<file path="src/rtl/alu_operand_seq.sv">
// Debounced push-button sequencer that collects ALU operand A, operand B and opcode from switches.
// Optional debouncer enabled by defining ALU_SEQ_DEBOUNCE_EN; otherwise the synchronized key is used directly.
module alu_operand_seq #(
  parameter int unsigned DEB_CYCLES = 500000
) (
  input  logic       clk,
  input  logic       rst_n,
  input  logic [3:0] sw,
  input  logic       key,
  input  logic       clr,
  output logic [3:0] A,
  output logic [3:0] B,
  output logic [2:0] ALUstr,
  output logic       valid,
  output logic [1:0] state
);

  localparam int unsigned DW = 4;
  localparam int unsigned OW = 3;

  typedef enum logic [1:0] {
    S_A   = 2'd0,
    S_B   = 2'd1,
    S_OP  = 2'd2,
    S_RUN = 2'd3
  } state_t;

  if (DEB_CYCLES == 0) begin : g_bad_deb
    $error("DEB_CYCLES must be at least 1");
  end

  state_t          st_q;
  state_t          st_d;
  logic [DW-1:0]   a_d;
  logic [DW-1:0]   b_d;
  logic [OW-1:0]   op_d;
  logic            valid_d;

  logic            key_meta;
  logic            key_sync;
  logic [DW-1:0]   sw_meta;
  logic [DW-1:0]   sw_sync;
  logic            deb_level;
  logic            deb_prev;
  logic            press_c;

  // Two-flop synchronizers; reset to "released" so deassertion cannot look like a press
  always_ff @(posedge clk or negedge rst_n) begin
    if (!rst_n) begin
      key_meta <= 1'b1;
      key_sync <= 1'b1;
      sw_meta  <= '1;
      sw_sync  <= '1;
    end else begin
      key_meta <= key;
      key_sync <= key_meta;
      sw_meta  <= sw;
      sw_sync  <= sw_meta;
    end
  end

`ifdef ALU_SEQ_DEBOUNCE_EN
  localparam int unsigned     CNT_W    = $clog2(DEB_CYCLES + 1);
  localparam logic [CNT_W-1:0] CNT_LAST = CNT_W'(DEB_CYCLES - 1);

  logic [CNT_W-1:0] deb_cnt;

  // Level flips on the DEB_CYCLES-th consecutive differing cycle; counter never passes CNT_LAST
  always_ff @(posedge clk or negedge rst_n) begin
    if (!rst_n) begin
      deb_level <= 1'b1;
      deb_cnt   <= '0;
    end else if (key_sync == deb_level) begin
      deb_cnt   <= '0;
    end else if (deb_cnt >= CNT_LAST) begin
      deb_level <= key_sync;
      deb_cnt   <= '0;
    end else begin
      deb_cnt   <= deb_cnt + CNT_W'(1);
    end
  end
`else
  assign deb_level = key_sync;
`endif

  always_ff @(posedge clk or negedge rst_n) begin
    if (!rst_n) begin
      deb_prev <= 1'b1;
    end else begin
      deb_prev <= deb_level;
    end
  end

  // Key is active-low: a press is the debounced 1->0 edge only
  assign press_c = deb_prev & ~deb_level;

  always_comb begin
    st_d    = st_q;
    a_d     = A;
    b_d     = B;
    op_d    = ALUstr;
    valid_d = 1'b0;
    if (clr) begin
      st_d = S_A;
    end else if (press_c) begin
      case (st_q)
        S_A: begin
          a_d  = sw_sync;
          st_d = S_B;
        end
        S_B: begin
          b_d  = sw_sync;
          st_d = S_OP;
        end
        S_OP: begin
          op_d = sw_sync[OW-1:0];
          st_d = S_RUN;
        end
        default: begin
          st_d = S_A;
        end
      endcase
    end
    valid_d = (st_d == S_RUN);
  end

  always_ff @(posedge clk or negedge rst_n) begin
    if (!rst_n) begin
      st_q   <= S_A;
      A      <= '0;
      B      <= '0;
      ALUstr <= '0;
      valid  <= 1'b0;
    end else begin
      st_q   <= st_d;
      A      <= a_d;
      B      <= b_d;
      ALUstr <= op_d;
      valid  <= valid_d;
    end
  end

  assign state = st_q;

endmodule

</file>
<file path="config.mk">
export PLATFORM = sky130hd
export DESIGN_NAME = alu_operand_seq
export DESIGN_NICKNAME = d
export VERILOG_FILES = /design/src/rtl/alu_operand_seq.sv
export SDC_FILE = /design/constraint.sdc
export NUM_CORES = 1
export LEC_CHECK = 0
export ABC_AREA = 0
export ABC_CLOCK_PERIOD_IN_PS = 1400
export CELL_PAD_IN_SITES_DETAIL_PLACEMENT = 1
export CELL_PAD_IN_SITES_GLOBAL_PLACEMENT = 1
export CORE_ASPECT_RATIO = 1.5
export CORE_MARGIN = 5
export CORE_UTILIZATION = 37
export CTS_BUF_LIST = sky130_fd_sc_hd__clkbuf_2
export DETAILED_ROUTE_END_ITERATION = 10
export PLACE_DENSITY = 0.74
export SLEW_MARGIN = 0
export SYNTH_ARGS = -nofsm -noshare
export SYNTH_HDL_FRONTEND = slang
export SYNTH_SLANG_ARGS = --single-unit
</file>
<file path="constraint.sdc">
create_clock -name clk -period 1.4 [get_ports clk]
set_input_delay 0.14 -clock clk [delete_from_list [all_inputs] [get_ports clk]]
set_output_delay 0.14 -clock clk [all_outputs]
set_load 0.01 [all_outputs]
</file>
==> flow_summary.toml <==
[detailed_routing]
route.antenna.remaining_nets = 0
drt-initial-drc-count = 2
routed_wl_um = 1950
vias = 582
firstDrtPassIters = 4
drc = 0
wire_per_inst_um = 16.6
vias_per_cell = 4.93

[timing]
drv_slew = 0
worstMarginPinSlew_ns = 0.357
relSlewSlack_pct = 76.2
setup_violations = 11
finalHoldViolations = 0
fmax_mhz = 678
fin_skew_ns = 0.00155
worst_slack_ns = -0.0748
fin_crit_ns = 1.47
finalCritPeriodShare_pct = 105
hold_slack_ns = 0.106
rsz0062_at_grt = "true"

[layout]
mostFrequentLayoutCells = "dfrtp_1, dlygate4sd2_1, buf_4"
fill_cells = 248
area_growth_pct = 49.0
fin_util_pct = 57.2
drive_above_1_share_pct = 56.4
antenna_cells = 0
final_nets = 106
final_common_cell = "dfrtp_1"

[power_and_ir_drop]
total_power_mw = 1.53
vdd_drop_max_mv = 0.699
power.share.clock_pct = 18.5
switching_share_pct = 26.9
powerDensity_nw_per_um2 = 1110
combPwrFrac_pct = 24.2
netSwitchingPower_mw = 0.412
pwr-share-seq_pct = 57.3
p_int_mw = 1.12
power_leakage_nw = 0.644

[placed_design]
io_buffers = 21
gp_congestion = 0.711
pre_cts_ws_ns = -0.206
dp_hpwl_um = 1280

[die]
initial_core_util_pct = 38.4
design.die.area_um2 = 3640
ios = 22
num_rows = 22
die_x_um = 50.9
core_area_um2 = 2420
die_height_um = 71.4

[global_routing]
globalRouteOverflowTotal = 0
grt_pass1_wl_um = 3040
antenna_found_initial = 0
grt_pass1_vias = 600
track_usage_pct = 11.0
grt_start_max_net_pins = 26

[critical_path]
r2r_end = "A[1]"
worstPathRequired_ns = 1.66
crit_arrival_ns = 1.74
worstSetupStartpointType = "register"
r2r_slack_ns = -0.07
critPathMaxFanout = 4
crit_type = "register to register"
crit_path_end_kind = "register"
reg2reg_from = "state[0]"
ff2ff_path_depth = 6

[clock_tree]
cts_hold_buf = 0
cts.sinks = 25
cts-root-buf = "clkbuf_2"
clock_latency_ns = 0.34
numCtsBuffers = 3
htreeDepth = 1
clk_pin_slew_ns = 0.23
cts_tree = "yes"
cts_buffer_depth = 2

[synth]
synth_cell_type_count = 14
synth_area_um2 = 930
yosysSeqAreaShare_pct = 68.8
synthesis.nets = 65
avgSynthCellArea_um2 = 17.2
synth-seq-cells = 25
syn_inst = 54
synth_top_area_cell = "dfrtp_1"
synth_top_area_share_pct = 37.7
yosys_warnings = 0
yosys-top-cells-area = "dfrtp_1, dfstp_2, mux2_2, nor3b_4, ha_1"

[outcome]
outcome = "finished, violations left"
violations = "setup timing"

[min_path]
hold_class = "input pin to async pin"

[job]
maxCapViolCount = 0
-- flip-flops by register name, indices dropped and copies added, names as in the netlist --
register   count
sw_meta        4
sw_sync        4
valid          1
state          2
key_meta       1
B              4
deb_prev       1
ALUstr         3
A              4
deb_level      1
-- worst max-delay path: stages, from the launching register on --
cell     delay [ns]
dfrtp_1        0.45
buf_6          0.13
inv_6          0.06
ha_4           0.13
nor3b_4        0.17
buf_6          0.15
mux2_4         0.30
-- cells in the mapped netlist, drive strengths merged --
master and instances:
dfstp 11, o211ai 1, and2b 1, nor3 1, nand2 2, a21oi 2
inv 2, nand3 1, nand2b 1, ha 3, nor3b 3, a211oi 1
dfrtp 14, mux2 11
-- routing by layer --
layer  wire [µm]  track usage (%)  share of wire (%)  vias to the layer above
met4          42             6.82                2.2                        0
met3          74             2.70                3.8                        4
li1            -                -                  -                      265
met1         793             13.5                 41                      300
met5           0                0                  0                        -
met2        1040             17.0                 53                       13
-- cell type report --
| class | instances | area, µm² | share of cell area (%) |
|---|---|---|---|
| inverter | 2 | 12.5 | 0.903 |
| tap | 24 | 30.0 | 2.17 |
| sequential | 25 | 639 | 46.2 |
| multi-input combinational | 27 | 367 | 26.5 |
| clock buffer | 3 | 15.0 | 1.08 |
| timing repair buffer | 36 | 314 | 22.7 |
| clock inverter | 1 | 7.51 | 0.542 |
-- power by group through the flow --
stage | Combinational, mW | Clock [mW] | Sequential [mW]
finish | 0.372 | 0.283 | 0.879
global route | 0.399 | 0.327 | 0.895
CTS | 0.336 | 0.295 | 0.878
detailed placement | 0.348 | 0 | 0.891
global placement | 0.342 | 0 | 0.885
floorplan | 0.0921 | 0 | 0.914
-- per-stage QoR --
step           instance area (µm²)  cells  setup TNS (ns)
4_1_cts                       1280    112           -1.08
2_1_floorplan                  930     54         -0.0168
5_1_grt                       1390    118           -1.20
3_5_place_dp                  1220    106           -1.79
3_3_place_gp                  1220    106           -1.51
6_report                      1390    118          -0.724
-- worst max path at each step --
stage                     startpoint  endpoint  slack (ns)
final                       state[0]      A[1]       -0.07
after global placement           clr      A[1]       -0.17
after detailed placement         clr      A[1]       -0.21
after floorplan             state[1]      A[0]      -0.004
after CTS                   state[0]      A[3]       -0.12
after global routing        state[0]      B[3]       -0.12
-- repair_timing --
| action | in CTS | in global routing |
|---|---|---|
| endpoints found under the setup margin | 25 | 13 |
| setup buffers | 2 | 6 |
| pin swaps | 0 | 2 |
| endpoints found under the hold margin | 0 | 0 |
| gates resized for setup | 24 | 17 |
-- kinds of logic after synthesis --
group           count (synthesis)  share of synthesized area, %
buf+inv                         2                         0.808
simple gates                    9                          10.4
flops                          25                          68.8
compound gates                  4                          2.69
fa+ha+maj                       3                          4.04
mux                            11                          13.3
No activity file was read; power rests on OpenSTA's default activity.
